<file path="src/rtl/mem_arbiter.sv">
// mem_arbiter: arbiter/sequencer between the unified RV32I memory and two
// requesters (core datapath and program-loader/debug port). One access per
// cycle, registered read data per port, and a loader lock for bulk download.
// Optional feature: define MEM_ARB_STARVE_EN to add the loader anti-starvation
// counter. Without it the core always has priority, unless the loader locks.
module mem_arbiter #(
  parameter int AW       = 32,
  parameter int DW       = 32,
  parameter int MAX_WAIT = 8
) (
  input  logic          clk,
  input  logic          rst,
  input  logic          c_req,
  input  logic          c_we,
  input  logic [AW-1:0] c_addr,
  input  logic [DW-1:0] c_wdata,
  output logic          c_gnt,
  output logic [DW-1:0] c_rdata,
  output logic          c_rvalid,
  input  logic          l_req,
  input  logic          l_we,
  input  logic [AW-1:0] l_addr,
  input  logic [DW-1:0] l_wdata,
  output logic          l_gnt,
  output logic [DW-1:0] l_rdata,
  output logic          l_rvalid,
  input  logic          l_lock,
  output logic          mem_we,
  output logic [AW-1:0] mem_a,
  output logic [DW-1:0] mem_wd,
  input  logic [DW-1:0] mem_rd
);

  // The wait counter is 8 bits wide, so the limit must fit.
  if (MAX_WAIT < 1 || MAX_WAIT > 255) begin : g_bad_max_wait
    $error("mem_arbiter: MAX_WAIT must be in 1..255");
  end

  // IDLE: no owner; GC: core owns this cycle; GL: loader owns this cycle;
  // LOCK: loader owns the memory until it drops l_lock.
  typedef enum logic [1:0] {IDLE, GC, GL, LOCK} state_e;

  state_e        state_q, state_d;
  logic [DW-1:0] c_rdata_q, c_rdata_d;
  logic [DW-1:0] l_rdata_q, l_rdata_d;
  logic          c_rvalid_q, c_rvalid_d;
  logic          l_rvalid_q, l_rvalid_d;
  logic          c_sel, l_sel;
  logic          starve;

  // Route the owning port to the memory; a grant needs a live request.
  always_comb begin
    c_sel  = (state_q == GC);
    l_sel  = (state_q == GL) || (state_q == LOCK);
    c_gnt  = c_sel & c_req;
    l_gnt  = l_sel & l_req;
    mem_we = 1'b0;
    mem_a  = '0;
    mem_wd = '0;
    if (c_sel) begin
      mem_we = c_we & c_req;
      mem_a  = c_addr;
      mem_wd = c_wdata;
    end else if (l_sel) begin
      mem_we = l_we & l_req;
      mem_a  = l_addr;
      mem_wd = l_wdata;
    end
  end

`ifdef MEM_ARB_STARVE_EN
  localparam logic [7:0] WAIT_LIMIT = 8'(MAX_WAIT);

  logic [7:0] wait_cnt_q, wait_cnt_d;

  // Count core grants that bypass a waiting loader; any loader grant clears it.
  always_comb begin
    wait_cnt_d = wait_cnt_q;
    if (l_gnt) begin
      wait_cnt_d = '0;
    end else if (c_gnt && l_req && (wait_cnt_q != WAIT_LIMIT)) begin
      wait_cnt_d = wait_cnt_q + 8'd1;
    end
  end

  // Wait counter register.
  always_ff @(posedge clk or negedge rst) begin
    if (!rst) begin
      wait_cnt_q <= '0;
    end else begin
      wait_cnt_q <= wait_cnt_d;
    end
  end

  // Looking at the updated count lets the loader in right after the
  // MAX_WAIT-th bypassing core grant rather than one grant later.
  assign starve = (wait_cnt_d == WAIT_LIMIT);
`else
  assign starve = 1'b0;
`endif

  // Choose next cycle's owner from the live requests; a lock holds until dropped.
  always_comb begin
    state_d = IDLE;
    if ((state_q == LOCK) && l_lock) begin
      state_d = LOCK;
    end else if (l_lock && l_req) begin
      state_d = LOCK;
    end else if (starve && l_req) begin
      state_d = GL;
    end else if (c_req) begin
      state_d = GC;
    end else if (l_req) begin
      state_d = GL;
    end
  end

  // Capture read data for whichever port performs a read this cycle.
  always_comb begin
    c_rdata_d  = c_rdata_q;
    l_rdata_d  = l_rdata_q;
    c_rvalid_d = 1'b0;
    l_rvalid_d = 1'b0;
    if (c_gnt && !c_we) begin
      c_rdata_d  = mem_rd;
      c_rvalid_d = 1'b1;
    end
    if (l_gnt && !l_we) begin
      l_rdata_d  = mem_rd;
      l_rvalid_d = 1'b1;
    end
  end

  // State and read-return registers.
  always_ff @(posedge clk or negedge rst) begin
    if (!rst) begin
      state_q    <= IDLE;
      c_rdata_q  <= '0;
      l_rdata_q  <= '0;
      c_rvalid_q <= 1'b0;
      l_rvalid_q <= 1'b0;
    end else begin
      state_q    <= state_d;
      c_rdata_q  <= c_rdata_d;
      l_rdata_q  <= l_rdata_d;
      c_rvalid_q <= c_rvalid_d;
      l_rvalid_q <= l_rvalid_d;
    end
  end

  assign c_rdata  = c_rdata_q;
  assign l_rdata  = l_rdata_q;
  assign c_rvalid = c_rvalid_q;
  assign l_rvalid = l_rvalid_q;

endmodule
</file>
<file path="config.mk">
export PLATFORM = sky130hd
export DESIGN_NAME = mem_arbiter
export DESIGN_NICKNAME = d
export VERILOG_FILES = /design/src/rtl/mem_arbiter.sv
export SDC_FILE = /design/constraint.sdc
export NUM_CORES = 1
export LEC_CHECK = 0
export ABC_AREA = 0
export ABC_CLOCK_PERIOD_IN_PS = 5250
export CAP_MARGIN = 15
export CORE_AREA = 2 2 116 118
export DETAILED_ROUTE_END_ITERATION = 8
export DIE_AREA = 0 0 118 120
export PLACE_DENSITY = 0.69
export SETUP_SLACK_MARGIN = 0.1
export SLEW_MARGIN = 20
export SYNTH_ARGS = -nofsm -noshare
export SYNTH_HDL_FRONTEND = slang
export SYNTH_SLANG_ARGS = --single-unit
</file>
<file path="constraint.sdc">
create_clock -name clk -period 5.25 [get_ports clk]
set_clock_uncertainty 0.2 [all_clocks]
set_input_delay 0.7875 -clock clk [delete_from_list [all_inputs] [get_ports clk]]
set_output_delay 0.7875 -clock clk [all_outputs]
set_load 0.02 [all_outputs]
</file>
==> flow_summary_export.csv, run 1 <==
group,metric,value,unit
yosys,synth_top_area_share,50.8,%
die,start_util,25.8,%
cells_and_area,layout-drive-gt1-share,16.6,%
cells_and_area,multi_input_area,1490,um2
sta,drv_slew,0,
yosys,synth_flop_cell,"dfrtp_1",
drt,totalWireLength,12.4,mm
die,core_area,13000,um2
yosys,synth.avg_cell_area,14.4,um2
sta,post-route-period-util,70.4,%
power,pwr-share-seq,31.0,%
drt,vias,3228,
yosys,synth.most_common_cell,"dfrtp_1",
worst_hold_path,min_path_type,"flip-flop to flip-flop",
placed_design,dp_cells,690,
global_routing,grt_overflow,0,
drt,dr.pass1.iters,5,
cells_and_area,final_util,52.0,%
global_routing,grt_pass1_vias,3369,
global_routing,grt_pass1_wl,18.9,mm
global_routing,met3_usage,6.75,%
sta,setup_ws,1.55,ns
power,clockPowerShare,26.3,%
sta,relSlewSlack,42.1,%
power,ir_drop,0.166,mV
power,p_per_area,340,nW/um2
yosys,synth-seq-cells,68,
worst_setup_path,worst_ep_arrival_time,2.71,ns
cells_and_area,fill_cells,1143,
cells_and_area,fin_nets,692,
clock_network,insertion_delay,0.33,ns
yosys,yosys.area.top_type,"dfrtp_1",
sta,setup_viol,0,
global_routing,grt_util_met2,27.9,%
clock_network,cts_resized,0,
die,rows,42,
drt,wire_per_inst,17.6,um
sta,holdWs,0.300,ns
clock_network,cts.clk_slew.worst_paths,0.05,ns
worst_setup_path,worstPathMaxFanout,40,
placed_design,post_dp_cell_area,6440,um2
drt,drt-initial-drc-count,125,
placed_design,io_buffers,299,
drt,drc,0,
sta,layout_min_cycle_time,3.70,ns
clock_network,cts_setup_buffers,0,
power,leakagePower,2.80,nW
global_routing,antenna_found_initial,0,
yosys,ys.warnings.count,0,
placed_design,post-dp-hpwl,9.59,mm
clock_network,cts_buffer_depth,2,
cells_and_area,syn_to_final_growth,101,%
global_routing,grtUsageTotal,17.0,%
cells_and_area,finalNonFillerCells,705,
global_routing,grtUsageMet1,21.0,%
power,p_sw,0.700,mW
sta,grt_setup_unrepaired,"no",
clock_network,cts_made_buffers,9,
clock_network,cts_sinks,68,
clock_network,h-tree-depth,3,
die,die_y,120,um
cells_and_area,regArea,1700,um2
sta,worst_pin_slew,0.868,ns
placed_design,preCtsSetupSlack,1.88,ns
power,p_int,1.59,mW
power,total_power,2.29,mW
job,max_cap_viol_count,0,
placed_design,gp_congestion,0.798,
worst_setup_path,crit_path_start_kind,"flip-flop",
yosys,ys_seq_area_share,50.8,%
power,p_sw_share,30.5,%
cells_and_area,fin_area,6750,um2
die,design.die.area,14200,um2
yosys,synthTopCellsByCount,"dfrtp_1, a22o_1, mux2_2",
yosys,synthArstFlopShare,100,%
yosys,syn_nets,399,
yosys,netlist_area,3350,um2
worst_setup_path,crit_type,"flip-flop to output port",
drt,vias_per_cell,4.58,
global_routing,grt-busiest-layer,"met2",
sta,hold_viol_final,0,
power,p_comb_share,42.7,%
yosys,synth.distinct_cells,20,
clock_network,hold_buffers,0,
yosys,synth_edf_count,0,
yosys,yosys-top-cells-area,"dfrtp_1, a22o_1, mux2_4, mux2_2, buf_12",
yosys,synthCells,232,
die,fp.dieW,118,um
die,io_pins,300,
drt,ant_nets,0,
clock_network,cts_tree,"yes",
sta,max_freq,0.270,GHz
cells_and_area,diodes,0,
status,status,"finished, final reports clean",
global_routing,grt_max_degree,72,
sta,tns,0,ns
clock_network,root_buffer,"clkbuf_16",
worst_setup_path,end_kind,"output port",
worst_setup_path,worstPathRequired,4.26,ns
-- placed cells by master, fill, tap and decap left out, types with 2 or more instances in the layout --
cell / Yosys / layout
mux2_2: 35 / 35
buf_4: 0 / 5
a21oi_1: 2 / 2
mux2_4: 29 / 29
inv_1: 2 / 2
dfrtp_1: 68 / 67
clkbuf_8: 0 / 2
a22o_1: 64 / 64
clkbuf_16: 0 / 9
clkdlybuf4s50_1: 0 / 298
clkinv_2: 0 / 2
-- layout make-up --
class                           instances  share of cell area (%)
Clock inverter                          4                   0.723
Multi-Input combinational cell        140                    22.1
Sequential cell                        68                    25.2
Inverter                                2                   0.111
Tap cell                              176                    3.26
Timing Repair Buffer                  304                    44.9
Clock buffer                           11                    3.75
-- state kept, by name, summed over array words and instances, names as in the netlist --
register / count
c_rdata: 32
c_rvalid: 1
l_rdata: 32
l_rvalid: 1
state_q: 2
-- routing by layer --
| layer | share of wire (%) | vias up |
|---|---|---|
| li1 | - | 1477 |
| met1 | 41 | 1565 |
| met2 | 49 | 171 |
| met3 | 8.2 | 15 |
| met4 | 1.3 | 0 |
| met5 | 0 | - |
-- power groups by stage --
stage / sequential, mW / combinational, mW / clock, mW
2_1_floorplan: 0.862 / 0.306 / 0
3_3_place_gp: 0.713 / 0.979 / 0
3_5_place_dp: 0.719 / 0.983 / 0
4_1_cts: 0.713 / 0.988 / 0.621
5_1_grt: 0.727 / 1.03 / 0.646
6_report: 0.711 / 0.978 / 0.604
-- cells by family after synthesis --
logic type	synth area share, %
compound gates	17.7
buf+inv	5.01
flops	50.8
mux	24.8
simple gates	1.72
-- worst max-delay path, cell delays in order (launching register included) --
cell             delay, ns
dfrtp_1               0.42
nor2b_4               0.74
buf_4                 0.40
a22o_1                0.18
clkdlybuf4s50_1       0.62
-- path summary, 6_finish.rpt --
kind | startpoint | endpoint | slack, ns | depth (start not counted)
setup / recovery | state_q[0]$_DFF_PN0_ | mem_a[6] | 1.55 | 4
hold / removal | l_rdata[16]$_DFFE_PN0P_ | l_rdata[16]$_DFFE_PN0P_ | 0.30 | 1
setup reg to reg | state_q[1]$_DFF_PN0_ | c_rdata[11]$_DFFE_PN0P_ | 2.84 | 4
hold reg to reg | l_rdata[16]$_DFFE_PN0P_ | l_rdata[16]$_DFFE_PN0P_ | 0.30 | 1
max in group asynchronous | rst | state_q[1]$_DFF_PN0_ | 3.77 | 2
min in group asynchronous | rst | l_rdata[30]$_DFFE_PN0P_ | 0.47 | 2
(Power assumes the default switching activity.)
==> run 2, diff against run 1 <==
--- a/config.mk
+++ b/config.mk
@@ -6,12 +6,12 @@
 export NUM_CORES = 1
 export LEC_CHECK = 0
 export ABC_AREA = 0
-export ABC_CLOCK_PERIOD_IN_PS = 5250
+export ABC_CLOCK_PERIOD_IN_PS = 3400
 export CAP_MARGIN = 15
 export CORE_AREA = 2 2 116 118
 export DETAILED_ROUTE_END_ITERATION = 8
 export DIE_AREA = 0 0 118 120
-export PLACE_DENSITY = 0.69
+export PLACE_DENSITY = 0.72
 export SETUP_SLACK_MARGIN = 0.1
 export SLEW_MARGIN = 20
 export SYNTH_ARGS = -nofsm -noshare
==> constraint.sdc (replaced) <==
create_clock -name clk -period 3.4 [get_ports clk]
set_clock_uncertainty 0.2 [all_clocks]
set_input_delay 0.51 -clock clk [delete_from_list [all_inputs] [get_ports clk]]
set_output_delay 0.51 -clock clk [all_outputs]
set_load 0.02 [all_outputs]
==> flow_summary_export.csv, run 2 (same netlist as run 1, synthesis figures left out) <==
group,metric,value,unit
global_routing,grt_pass1_vias,3484,
cells_and_area,fin_nets,694,
cells_and_area,final_common_cell,"clkdlybuf4s50_1",
sta,relSlewSlack,52.9,%
power,p_per_area,530,nW/um2
sta,hold_viol_final,0,
sta,max_freq,0.334,GHz
drt,dr.pass1.iters,4,
global_routing,grt_max_degree,72,
worst_setup_path,end_kind,"output port",
sta,worst_pin_slew,0.706,ns
clock_network,insertion_delay,0.32,ns
clock_network,hold_buffers,0,
placed_design,io_buffers,299,
clock_network,h-tree-depth,3,
worst_setup_path,crit_type,"flip-flop to output port",
drt,ant_nets,0,
worst_setup_path,r2r_cells,4,
worst_setup_path,worstPathRequired,2.69,ns
clock_network,cts_tree,"yes",
worst_setup_path,crit_path_start_kind,"flip-flop",
drt,vias_per_cell,4.56,
global_routing,grt_pass1_wl,19.1,mm
global_routing,grtUsageTotal,17.2,%
die,design.die.area,14200,um2
cells_and_area,final_util,52.4,%
power,leakagePower,2.82,nW
worst_setup_path,rrSetupSlack,1.04,ns
clock_network,cts_buffer_depth,2,
worst_setup_path,worst_ep_arrival_time,2.28,ns
drt,totalWireLength,12.7,mm
global_routing,antenna_found_initial,0,
clock_network,cts.clk_slew.worst_paths,0.06,ns
sta,post-route-period-util,88.0,%
job,max_cap_viol_count,0,
status,status,"finished, final reports clean",
sta,setup_viol,0,
drt,drc,0,
die,start_util,25.8,%
clock_network,cts_setup_buffers,0,
die,rows,42,
sta,drv_slew,0,
worst_hold_path,min_path_type,"primary input to asynchronous set/reset pin",
placed_design,post_dp_cell_area,6480,um2
worst_setup_path,rr_startpoint,"state_q[1]$_DFF_PN0_",
worst_setup_path,worstReg2RegEnd,"c_rdata[12]$_DFFE_PN0P_",
cells_and_area,syn_to_final_growth,103,%
sta,grt_setup_unrepaired,"no",
drt,drt-initial-drc-count,148,
die,core_area,13000,um2
die,fp.dieW,118,um
worst_setup_path,worstPathMaxFanout,71,
cells_and_area,layout_common_cells,"clkdlybuf4s50_1, dfrtp_1, a22o_1",
drt,vias,3226,
clock_network,cts_resized,0,
global_routing,grt_overflow,0,
cells_and_area,fin_area,6800,um2
clock_network,root_buffer,"clkbuf_16",
placed_design,post-dp-hpwl,9.97,mm
die,die_y,120,um
sta,holdWs,0.0122,ns
cells_and_area,diodes,0,
placed_design,gp_congestion,0.828,
clock_network,cts_made_buffers,9,
sta,layout_min_cycle_time,2.99,ns
clock_network,cts_sinks,68,
die,io_pins,300,
sta,tns,0,ns
power,ir_drop,0.264,mV
cells_and_area,layout-drive-gt1-share,16.9,%
drt,wire_per_inst,17.9,um
## run 2: cell types whose count changed in the layout (fill, tap and decap cells not counted)
cell	delta
clkbuf_8	-2
inv_6	+1
buf_12	+2
bufinv_16	+1
clkinv_2	-1
clkinvlp_4	+2
clkinv_4	-1
## run 2: per-stage QoR
| step | total power [mW] | setup WS, ns | std cells |
|---|---|---|---|
| floorplan | 1.80 | 1.50 | 232 |
| global placement | 2.62 | 0.741 | 692 |
| detailed placement | 2.64 | 0.735 | 692 |
| CTS | 3.65 | 0.378 | 707 |
| global route | 3.77 | 0.289 | 707 |
| finish | 3.60 | 0.410 | 707 |
## run 2: final cells by class
class	instances	area [um2]
sequential	68	1700
timing repair buffer	306	3070
tap	176	220
clock buffer	9	225
inverter	2	7.51
clock inverter	6	88.8
fill	1142	6180
multi-input combinational	140	1490
## run 2: metal layers
metal	global-route usage, %	part of all wire (%)	up-vias	wire length, um
met5	0	0	-	0
met4	5.87	2.1	0	263
met3	5.80	8.1	18	1030
met2	28.7	49	172	6250
met1	20.8	40	1553	5110
li1	-	-	1483	-
## run 2: worst max path at each step
stage                          from         end  slack, ns  cells after the start
2_1_floorplan  state_q[1]$_DFF_PN0_  mem_wd[13]       1.50                      4
3_3_place_gp                   c_we      mem_we       0.74                      4
3_5_place_dp                   c_we      mem_we       0.73                      4
4_1_cts        state_q[1]$_DFF_PN0_      mem_we       0.38                      4
5_1_grt        state_q[1]$_DFF_PN0_      mem_we       0.29                      4
6_report       state_q[1]$_DFF_PN0_      mem_we       0.41                      4
## run 2: critical path, stage by stage (launching register included)
cell,delay [ns]
dfrtp_2,0.38
buf_4,0.56
and2_1,0.25
o2bb2ai_1,0.13
clkdlybuf4s50_1,0.63
## run 2: report_power, final
| part | internal (mW) | switching, mW |
|---|---|---|
| sequential | 0.996 | 0.104 |
| clock | 0.639 | 0.343 |
| combinational | 0.869 | 0.648 |
| total | 2.50 | 1.10 |
==> edit (flow settings as in run 1) <==
Add a define of `MEM_ARB_STARVE_EN`.
--- a/src/rtl/mem_arbiter.sv
+++ b/src/rtl/mem_arbiter.sv
@@ -4,4 +4,6 @@
 // Optional feature: define MEM_ARB_STARVE_EN to add the loader anti-starvation
 // counter. Without it the core always has priority, unless the loader locks.
+`define MEM_ARB_STARVE_EN
+
 module mem_arbiter #(
   parameter int AW       = 32,
Check against the original RTL: not equivalent (a bounded check fails within 10 cycles, from zero or initial values and one cycle with rst low).
==> edit against run 1 <==
- power up 1.4%
- fmax shrank 1.9%
- area after synthesis increased by 11%
- sequential power rose by 7.6%
- setup slack lost 0.070 ns
- sequential cell count is 8 higher
- cell area grew 6.9%
- non-clock buffer count is 1 lower
- largest cell class unchanged
- wire length up 17%
- worst hold slack got worse by 0.025 ns
==> edit: results (changes against run 1) <==
| Metric | Value |
|---|---|
| Outcome | complete, no violations (unchanged) |
| Tot Pwr | 2.326 mW (was 2.293 mW) |
| DP Worst Slack | 1.730 ns (was 1.881 ns) |
| Sequential-to-total area share from yosys stat | 50.96% (was 50.80%) |
| Final HPWL DP | 11510 µm (was 9590 µm) |
| Final instance area | 7208 µm² (was 6745 µm²) |
| Num CTS Buffers | 9 (unchanged) |
| Hold path start | l_rdata[9] (was l_rdata[16]) |
| Lkg Pwr | 3.078 nW (was 2.801 nW) |
| Most instantiated cells after synthesis | 102 x nand2_1, 76 x dfrtp_1, 65 x a22o_1 (was 68 x dfrtp_1, 64 x a22o_1, 35 x mux2_2) |
| VDD IR max | 0.1618 mV (was 0.1662 mV) |
| Via count of the first global-routing pass | 4049 (was 3369) |
| Yosys reg bits | 76 (was 68) |
| Fin Hold WS | 0.2742 ns (was 0.2995 ns) |
| H-tree levels | 3 (unchanged) |
| CP top delay family | buffers and inverters (unchanged) |
| Share of cells above drive strength 1 | 9.457% (was 16.64%) |
| Worst hold stages | 2 (was 1) |
| Clock network power share | 26.2% (was 26.3%) |
| Synthesized instance count | 352 (was 232) |
| Max FO, Critical Path | 44 (was 40) |
| Root Driver | clkbuf_16 (unchanged) |
| Area of the multi-input gates | 1713 µm² (was 1488 µm²) |
| Non-CTS buffers | 303 (was 304) |
| Met2 Use GR | 36.41% (was 27.94%) |
| Cells on worst reg2reg path | 5 (was 4) |
| Placed cells | 805 (was 690) |
| Top post-synthesis cells by area | dfrtp_1 51%, a22o_1 15%, nand2_1 10%, mux2_2 7.8%, mux2_1 1.8% (was dfrtp_1 51%, a22o_1 17%, mux2_4 13%, mux2_2 12%, buf_12 1.8%) |
| Slew Limit Headroom | 35.95% (was 42.13%) |
| Crit path DAT | 2.78 ns (was 2.71 ns) |
| Inverters, non-clock | 8 (was 2) |
| Critical path destination | mem_wd[26] (was mem_a[6]) |
| Synth Net Count | 521 (was 399) |
| NonClk Buf Share | 42.18% (was 44.85%) |
| R2R Path End | c_rdata[30] (was c_rdata[11]) |
| DR iter-0 viols | 203 (was 125) |
| First-pass GRT wire length | 22110 µm (was 18950 µm) |
| WL/cell | 17.68 µm (was 17.62 µm) |
| Crit-path max cell delay | 0.82 ns (was 0.74 ns) |
| Drt pass-1 iters | 4 (was 5) |
| #MultiIn Comb | 243 (was 140) |
| GR Util met3 | 6.559% (was 6.749%) |
| Initial antenna violation count | 0 (unchanged) |
| DRT Wirelength | 14510 µm (was 12430 µm) |
| DP Area | 6879 µm² (was 6444 µm²) |
| Sw power | 727.0 µW (was 700.3 µW) |
| R2R Setup Slk | 2.33 ns (was 2.84 ns) |
| DR vias | 3859 (was 3228) |
| Hold Crit Endpoint | l_rdata[9] (was l_rdata[16]) |
| Filler Cells Inserted | 1146 (was 1143) |
| Met1 usage | 21.94% (was 20.99%) |
| Sequential cell area share | 26.40% (was 25.25%) |
| Fmax | 265.4 MHz (was 270.5 MHz) |
| Largest net degree at the start of global routing | 77 (was 72) |
| Gpl congestion | 0.9019 (was 0.7976) |
==> edit: changes by cell type after synthesis, sizes merged, moves of 4 or more <==
cell and change:
clkbuf +9, nand2 +101, mux2 -32, dfrtp +8, inv +6, buf -6, nor2 +4, xnor2 +4
==> edit: worst reg2reg max path: stages, from the launching register on <==
cell	delay (ns)
dfrtp_1	0.43
nor2b_4	0.82
and2_1	0.29
nor2b_4	0.47
buf_16	0.24
mux2_2	0.37
==> edit: logic make-up after synthesis <==
logic type                 Yosys count  synth area share [%]
and+or+nand+nor                    126                 15.02
buffers and inverters               33                 3.553
adders and majority gates            2                0.6704
muxes                               34                 10.19
xor gates and xnor gates             4                0.9386
DFF                                 76                 50.96
AOI/OAI and AO/OA                   77                 18.67
==> edit: metal layers <==
layer / wire [µm] / vias up
li1: - / 1825
met1: 5354 / 1816
met2: 7605 / 193
met3: 1170 / 25
met4: 383 / 0
met5: 0 / -
